==> config.mk <==
export PLATFORM = sky130hd
export DESIGN_NAME = imem_exec_ctrl
export DESIGN_NICKNAME = d
export VERILOG_FILES = /design/src/rtl/imem_exec_ctrl.sv
export SDC_FILE = /design/constraint.sdc
export NUM_CORES = 1
export LEC_CHECK = 0
export CELL_PAD_IN_SITES_DETAIL_PLACEMENT = 0
export CELL_PAD_IN_SITES_GLOBAL_PLACEMENT = 1
export CORE_UTILIZATION = 25
export DETAILED_ROUTE_END_ITERATION = 10
export PLACE_DENSITY = 0.81
export SLEW_MARGIN = 20
export SYNTH_ARGS = -nofsm -noshare
export SYNTH_HDL_FRONTEND = slang
export SYNTH_SLANG_ARGS = --single-unit
==> constraint.sdc <==
create_clock -name clk -period 2.7 [get_ports clk]
set_input_delay 0.405 -clock clk [delete_from_list [all_inputs] [get_ports clk]]
set_output_delay 0.405 -clock clk [all_outputs]
set_load 0.1 [all_outputs]
==> src/rtl/imem_exec_ctrl.sv <==
// Execution controller for the tiny accumulator core: program loader, core gating and run/step/halt.
// Optional breakpoint support is compiled in with `define BREAKPOINT_EN.
module imem_exec_ctrl #(
  parameter int unsigned IMEM_SZ = 16,
  parameter int unsigned INST_W  = 8,
  parameter int unsigned PC_W    = 4,
  parameter int unsigned CNT_W   = 8
) (
  input  logic              clk,
  input  logic              rst,
  input  logic              cmd_valid,
  input  logic [1:0]        cmd,
  input  logic              ld_valid,
  input  logic [INST_W-1:0] ld_data,
  input  logic [PC_W-1:0]   pc_in,
  input  logic              halted_in,
  output logic              imem_we,
  output logic [PC_W-1:0]   imem_addr,
  output logic [INST_W-1:0] imem_wdata,
  output logic              core_en,
  output logic              core_rst,
  output logic              load_done,
  output logic              loaded,
  output logic [2:0]        state_out,
`ifdef BREAKPOINT_EN
  output logic              bp_hit,
`endif
  output logic [CNT_W-1:0]  cyc_cnt
);

  typedef enum logic [2:0] {
    StIdle = 3'd0,
    StLoad = 3'd1,
    StRun  = 3'd2,
    StStep = 3'd3,
    StHalt = 3'd4
  } state_e;

  localparam logic [1:0]       CmdLoad  = 2'b00;
  localparam logic [1:0]       CmdRun   = 2'b01;
  localparam logic [1:0]       CmdStep  = 2'b10;
  localparam logic [1:0]       CmdHalt  = 2'b11;
  localparam logic [PC_W-1:0]  LastAddr = PC_W'(IMEM_SZ - 1);
  localparam logic [CNT_W-1:0] CntMax   = '1;

  state_e             state_q;
  logic [PC_W-1:0]    addr_q;
  logic               loaded_q;
  logic               load_done_q;
  logic [CNT_W-1:0]   cnt_q;

  logic cmd_load, cmd_run, cmd_step, cmd_halt;
  logic bp_match;

  assign cmd_load = cmd_valid && (cmd == CmdLoad);
  assign cmd_run  = cmd_valid && (cmd == CmdRun);
  assign cmd_step = cmd_valid && (cmd == CmdStep);
  assign cmd_halt = cmd_valid && (cmd == CmdHalt);

`ifdef BREAKPOINT_EN
  logic [PC_W-1:0] bp_q;
  logic            bp_armed_q;
  logic            bp_skip_q;

  // The first RUN cycle after leaving HALT ignores the match so a resume can step past bp.
  assign bp_match = (state_q == StRun) && bp_armed_q && !bp_skip_q && (pc_in == bp_q);
  assign bp_hit   = bp_match;

  always_ff @(posedge clk) begin
    if (rst) begin
      bp_q       <= '0;
      bp_armed_q <= 1'b0;
      bp_skip_q  <= 1'b0;
    end else begin
      bp_skip_q <= (state_q == StHalt) && cmd_run;
      if ((state_q == StHalt) && cmd_halt && ld_valid) begin
        bp_q       <= ld_data[PC_W-1:0];
        bp_armed_q <= 1'b1;
      end
    end
  end
`else
  logic unused_pc;
  assign unused_pc = ^pc_in;
  assign bp_match  = 1'b0;
`endif

  assign core_rst   = (state_q == StIdle) || (state_q == StLoad);
  assign core_en    = ((state_q == StRun) && !bp_match) || (state_q == StStep);
  // An abort wins over a coincident program byte.
  assign imem_we    = (state_q == StLoad) && ld_valid && !cmd_halt;
  assign imem_addr  = addr_q;
  assign imem_wdata = ld_data;
  assign load_done  = load_done_q;
  assign loaded     = loaded_q;
  assign state_out  = state_q;
  assign cyc_cnt    = cnt_q;

  always_ff @(posedge clk) begin
    if (rst) begin
      state_q     <= StIdle;
      addr_q      <= '0;
      loaded_q    <= 1'b0;
      load_done_q <= 1'b0;
      cnt_q       <= '0;
    end else begin
      load_done_q <= 1'b0;

      if (core_rst) begin
        cnt_q <= '0;
      end else if (core_en && (cnt_q != CntMax)) begin
        cnt_q <= cnt_q + CNT_W'(1);
      end

      unique case (state_q)
        StIdle: begin
          if (cmd_load) begin
            state_q  <= StLoad;
            addr_q   <= '0;
            loaded_q <= 1'b0;
          end else if (cmd_run && loaded_q) begin
            state_q <= StRun;
          end else if (cmd_step && loaded_q) begin
            state_q <= StStep;
          end
        end
        StLoad: begin
          if (cmd_halt) begin
            state_q  <= StIdle;
            loaded_q <= 1'b0;
          end else if (ld_valid) begin
            if (addr_q == LastAddr) begin
              addr_q      <= '0;
              state_q     <= StIdle;
              loaded_q    <= 1'b1;
              load_done_q <= 1'b1;
            end else begin
              addr_q <= addr_q + PC_W'(1);
            end
          end
        end
        StRun: begin
          if (cmd_halt || halted_in || bp_match) begin
            state_q <= StHalt;
          end
        end
        StStep: begin
          state_q <= StHalt;
        end
        StHalt: begin
          if (cmd_run) begin
            state_q <= StRun;
          end else if (cmd_step) begin
            state_q <= StStep;
          end else if (cmd_load) begin
            state_q  <= StLoad;
            addr_q   <= '0;
            loaded_q <= 1'b0;
          end
        end
        default: begin
          state_q <= StIdle;
        end
      endcase
    end
  end

endmodule
==> results_dict.tcl, run 1 <==
set metrics [dict create \
    finalClockSkew_ns 0.00547 \
    die_x_um 64.2 \
    p_sw_mw 0.117 \
    grt_util_met2 0.213 \
    hold_ws_ns 0.519 \
    wl_um 2270 \
    outcome "finished clean" \
    path_class "primary input to primary output" \
    layout_common_cells "buf_4, dfxtp_1, nor2_1" \
    start_util 0.262 \
    startpoint_type "primary input" \
    ys_seq_area_frac 0.352 \
    clock_latency_ns 0.25 \
    synthDistinctLibCells 44 \
    grt_pass1_wl_um 3940 \
    cts_made_buffers 3 \
    arrival_ns 1.71 \
    core_area_um2 3690 \
    path_clk_slew_ns 0.07 \
    die-area_um2 4120 \
    drv_slew 0 \
    syn_area_um2 966 \
    final-hold-violation-count 0 \
    p_leak_nw 0.479 \
    holdCritPathClass "register to register" \
    area_growth_pct 25.8 \
    p_sw_frac 0.238 \
    diodes 0 \
    ant_nets 0 \
    drv_cap 0 \
    dr.pass1.iters 6 \
    maxSlewHeadroom 0.683 \
    busiest_layer "met2" \
    p_per_area_nw_per_um2 405 \
    grt_max_degree 13 \
    place_congestion 0.743 \
    internal_power_mw 0.375 \
    hpwl_um 1710 \
    preCtsSetupSlack_ns 0.565 \
    end_kind "primary output" \
    viasPerCell 5.08 \
    finish.utilization 0.329 \
    drive_gt1_frac 0.217 \
    grt.met3_usage 0.0446 \
    rsz0062_at_grt "false" \
    final.fill_count 397 \
    grt_overflow 0 \
    post-cts-setup-buffers 0 \
    comb_power_share 0.104 \
    drcViolationCount 0 \
    worst_pin_slew_ns 0.474 \
    cts_resized 0 \
    p_seq_frac 0.518 \
    cts.sinks 17 \
    port_buffers 26 \
    vias 899 \
    peakVddDrop_mv 0.201 \
    htreeDepth 1 \
    cts_hold_buf 0 \
    async_reset_ff_frac 0 \
    grtUsageTotal 0.121 \
    use_met1 0.138 \
    synthFlopType "dfxtp_1" \
    tritoncts "done" \
    synthesis.nets 132 \
    fmax_mhz 472 \
    ys_warn_count 0 \
    syn_inst 111 \
    routedWlPerCell_um 12.8 \
    std_cell_rows 22 \
    tns_ns 0 \
    chipHeight_um 64.2 \
    final_common_cell "buf_4" \
    cp_max_fo 6 \
    grt_antenna_before_repair 0 \
    dr.first_iter.drc_count 51 \
    synth-edff-count 0 \
    setup_violations 0 \
    grt_pass1_vias 860 \
    final_nets 151 \
    clock-root-buffer "clkbuf_8" \
    clkPwrFrac 0.379 \
    worst_slack_ns 0.582 \
    syn_area_per_cell_um2 8.70 \
    fin_crit_ns 2.12 \
    max-clock-path-buffers 2 \
    cp.required_ns 2.30 \
    synth_seq_cells 17 \
    fin_crit_sh 0.784 \
    io_pins 47 \
]
cells by family (layout without fill, tap and decap cells):
group / Yosys count / in the layout / synth area share
AO/OA/AOI/OAI: 23 / 23 / 0.167
XOR/XNOR: 5 / 5 / 0.0453
adder cells (fa/ha/maj): 2 / 2 / 0.0259
buffers and inverters: 14 / 32 / 0.0933
flip-flops: 17 / 17 / 0.352
multiplexers: 2 / 2 / 0.0207
AND/OR/NAND/NOR: 48 / 48 / 0.295
metrics by stage:
step	area [µm²]	std cells	power, mW
3_3_place_gp	1170	173	0.310
4_1_cts	1210	177	0.500
3_5_place_dp	1170	173	0.311
2_1_floorplan	970	111	0.347
5_1_grt	1210	177	0.513
6_report	1210	177	0.492
layer usage:
layer,vias up,wire [µm],share of wire
li1,436,-,-
met1,434,1020,0.45
met2,27,1110,0.49
met3,2,120,0.053
met4,0,13,0.0057
met5,-,0,0
power by group through the flow:
| stage | combinational (mW) | sequential, mW | clock [mW] |
|---|---|---|---|
| floorplan | 0.0781 | 0.269 | 0 |
| global placement | 0.0501 | 0.260 | 0 |
| detailed placement | 0.0510 | 0.260 | 0 |
| CTS | 0.0511 | 0.254 | 0.194 |
| global route | 0.0544 | 0.255 | 0.204 |
| finish | 0.0510 | 0.255 | 0.186 |
worst max-delay path: stages:
cell and delay, ns:
clkdlybuf4s50_1 0.62, nand3_1 0.21, nand2_1 0.20, inv_1 0.10, buf_12 0.17
cell usage after synthesis (all sizes together) (3+ instances only):
library cell | n | area, µm²
a21oi | 5 | 28.8
xor2 | 4 | 35.0
nand3 | 5 | 25.0
dfxtp | 17 | 340
o21ai | 4 | 20.0
nand2 | 8 | 30.0
buf | 9 | 71.3
clkbuf | 3 | 11.3
nor4 | 3 | 18.8
nor2 | 13 | 48.8
worst paths after layout:
path / from / endpoint / slack [ns] / cells after the start
worst max register to register: state_out[1]$_SDFFE_PP0P_ / imem_addr[2]$_SDFFE_PP0P_ / 1.06 / 4
worst max-delay path: cmd[0] / imem_we / 0.58 / 5
worst min register to register: cyc_cnt[7]$_SDFFE_PP0P_ / cyc_cnt[7]$_SDFFE_PP0P_ / 0.52 / 2
worst min-delay path: cyc_cnt[7]$_SDFFE_PP0P_ / cyc_cnt[7]$_SDFFE_PP0P_ / 0.52 / 2
area by class of cell:
| cell class | instances | area [µm²] | share of cell area |
|---|---|---|---|
| flip-flops and latches | 17 | 340 | 0.280 |
| inverters | 2 | 7.51 | 0.00618 |
| clock inverters | 1 | 5.00 | 0.00412 |
| well taps | 48 | 60.1 | 0.0494 |
| clock buffers | 3 | 41.3 | 0.0340 |
| repair buffers | 26 | 223 | 0.183 |
| multi-input cells | 80 | 538 | 0.443 |
sequential cells by signal (all words and copies together) (netlist names):
signal     cells
state_out      3
load_done      1
loaded         1
cyc_cnt        8
imem_addr      4
No activity file was read; power rests on OpenSTA's default activity.
==> run 2, diff against run 1 <==
- clock period: 2.7 -> 2.2 ns (I/O delays scaled with it)
==> run 2 against run 1 <==
Against the previous run:
- power is 23% higher
- combinational power is 22% higher
- largest cell class unchanged
- largest power group unchanged
- register-to-register slack worse by 0.48 ns
- worst hold slack better by 0.0038 ns
- global-route usage is 0.75 points lower
- clock skew is 0.0017 ns lower
- setup slack worse by 0.35 ns
- utilization is 0.58 points higher
==> results_dict.tcl, run 2 (synthesis results as in run 1) <==
set metrics [dict create \
    holdCritPathClass "register to register" \
    post-cts-setup-buffers 0 \
    cp.required_ns 1.87 \
    peakVddDrop_mv 0.469 \
    finalPower_mw 0.606 \
    grt_max_degree 13 \
    fin_crit_sh 0.896 \
    p_sw_mw 0.146 \
    grt_overflow 0 \
    design_area_um2 1240 \
    largest_reg_flops 8 \
    port_buffers 26 \
    path_class "primary input to primary output" \
    std_cell_rows 22 \
    path_depth 5 \
    hold_ws_ns 0.523 \
    die_x_um 64.2 \
    area_growth_pct 28.0 \
    layout_common_cells "buf_4, dfxtp_1, nor2_1" \
    post_dp_cell_area_um2 1190 \
    finalClockSkew_ns 0.00378 \
    final_common_cell "buf_4" \
    fin_crit_ns 1.97 \
    reg2reg_to "cyc_cnt[1]$_SDFFE_PP0P_" \
    path_cells "clkdlybuf4s50_1 > nand3_1 > nand2_1 > inv_1 > buf_12" \
    final_nets 151 \
    worst_pin_slew_ns 0.547 \
    clock_latency_ns 0.25 \
    drive_gt1_frac 0.240 \
    grt_pass1_vias 860 \
    dr.first_iter.drc_count 32 \
    tns_ns 0 \
    die-area_um2 4120 \
    final-hold-violation-count 0 \
    comb_power_share 0.103 \
    end_kind "primary output" \
    cts_hold_buf 0 \
    cp_max_fo 6 \
    max-clock-path-buffers 2 \
    arrival_ns 1.64 \
    clkPwrFrac 0.381 \
    reg2regPathDepth 5 \
    internal_power_mw 0.460 \
    grt_pass1_wl_um 3730 \
    io_pins 47 \
    path_clk_slew_ns 0.07 \
    vias 876 \
    p_leak_nw 0.485 \
    startpoint_type "primary input" \
    start_util 0.262 \
    setup_violations 0 \
    p_seq_frac 0.516 \
    hpwl_um 1590 \
    whs_path_depth 2 \
    maxSlewHeadroom 0.635 \
    crit_family "buffers and inverters" \
    drv_cap 0 \
    p_sw_frac 0.241 \
    p_per_area_nw_per_um2 490 \
    drv_slew 0 \
    tritoncts "done" \
    slowest_stage "clkdlybuf4s50_1" \
    wl_um 2080 \
    cts_resized 0 \
    core_area_um2 3690 \
    rsz0062_at_grt "false" \
    diodes 0 \
    dr.pass1.iters 4 \
    htreeDepth 1 \
    place_congestion 0.774 \
    whs_endpoint "cyc_cnt[7]$_SDFFE_PP0P_" \
    clock-root-buffer "clkbuf_8" \
    rrSetupSlack_ns 0.58 \
    outcome "finished clean" \
    cts_made_buffers 3 \
    drcViolationCount 0 \
    chipHeight_um 64.2 \
    cts.sinks 17 \
    grtUsageTotal 0.113 \
    max_stage_delay_ns 0.62 \
    viasPerCell 4.95 \
    fmax_mhz 507 \
    routedWlPerCell_um 11.8 \
    hp-start "cyc_cnt[7]$_SDFFE_PP0P_" \
    ant_nets 0 \
    grt_antenna_before_repair 0 \
    crit_buf_inv 3 \
    rr_startpoint "cyc_cnt[0]$_SDFFE_PP0P_" \
]
[run 2: final cells by class]
type / count / area (µm²)
clock inverter: 1 / 5.00
tap: 48 / 60.1
inverter: 2 / 7.51
timing repair buffer: 26 / 235
multi-input combinational: 80 / 543
clock buffer: 3 / 41.3
fill: 400 / 2450
sequential: 17 / 344
[run 2: how the worst max path moves through the flow]
stage / startpoint / end
2_1_floorplan: cyc_cnt[0]$_SDFFE_PP0P_ / cyc_cnt[6]$_SDFFE_PP0P_
3_3_place_gp: cmd[0] / loaded$_SDFFE_PP0P_
3_5_place_dp: cmd[0] / imem_addr[2]$_SDFFE_PP0P_
4_1_cts: cmd[0] / imem_we
5_1_grt: cmd[0] / imem_we
6_report: cmd[0] / imem_we
[run 2: power groups by stage]
| stage | clock network [mW] | registers [mW] | logic, mW |
|---|---|---|---|
| global route | 0.252 | 0.313 | 0.0671 |
| CTS | 0.243 | 0.312 | 0.0624 |
| finish | 0.231 | 0.313 | 0.0624 |
| floorplan | 0 | 0.330 | 0.0958 |
| global placement | 0 | 0.320 | 0.0615 |
| detailed placement | 0 | 0.320 | 0.0621 |
[run 2: through the flow]
| stage | worst slack, ns | std cells | utilization |
|---|---|---|---|
| 3_3_place_gp | 0.242 | 173 | 0.323 |
| 5_1_grt | 0.116 | 177 | 0.335 |
| 3_5_place_dp | 0.197 | 173 | 0.323 |
| 2_1_floorplan | 0.00193 | 111 | - |
| 4_1_cts | 0.228 | 177 | 0.335 |
| 6_report | 0.229 | 177 | 0.335 |
[run 2: metal layers]
| metal | global-route usage | up-vias | routed length [µm] |
|---|---|---|---|
| li1 | - | 436 | - |
| met1 | 0.139 | 404 | 961 |
| met2 | 0.182 | 30 | 932 |
| met3 | 0.0446 | 6 | 158 |
| met4 | 0.0306 | 0 | 28 |
| met5 | 0 | - | 0 |
[run 2: tightest hold or removal path: cells and delay by family, from the launching register on]
family | cells | cell delay (ns)
flip-flops | 1 | 0.35
AO/OA/AOI/OAI | 2 | 0.13
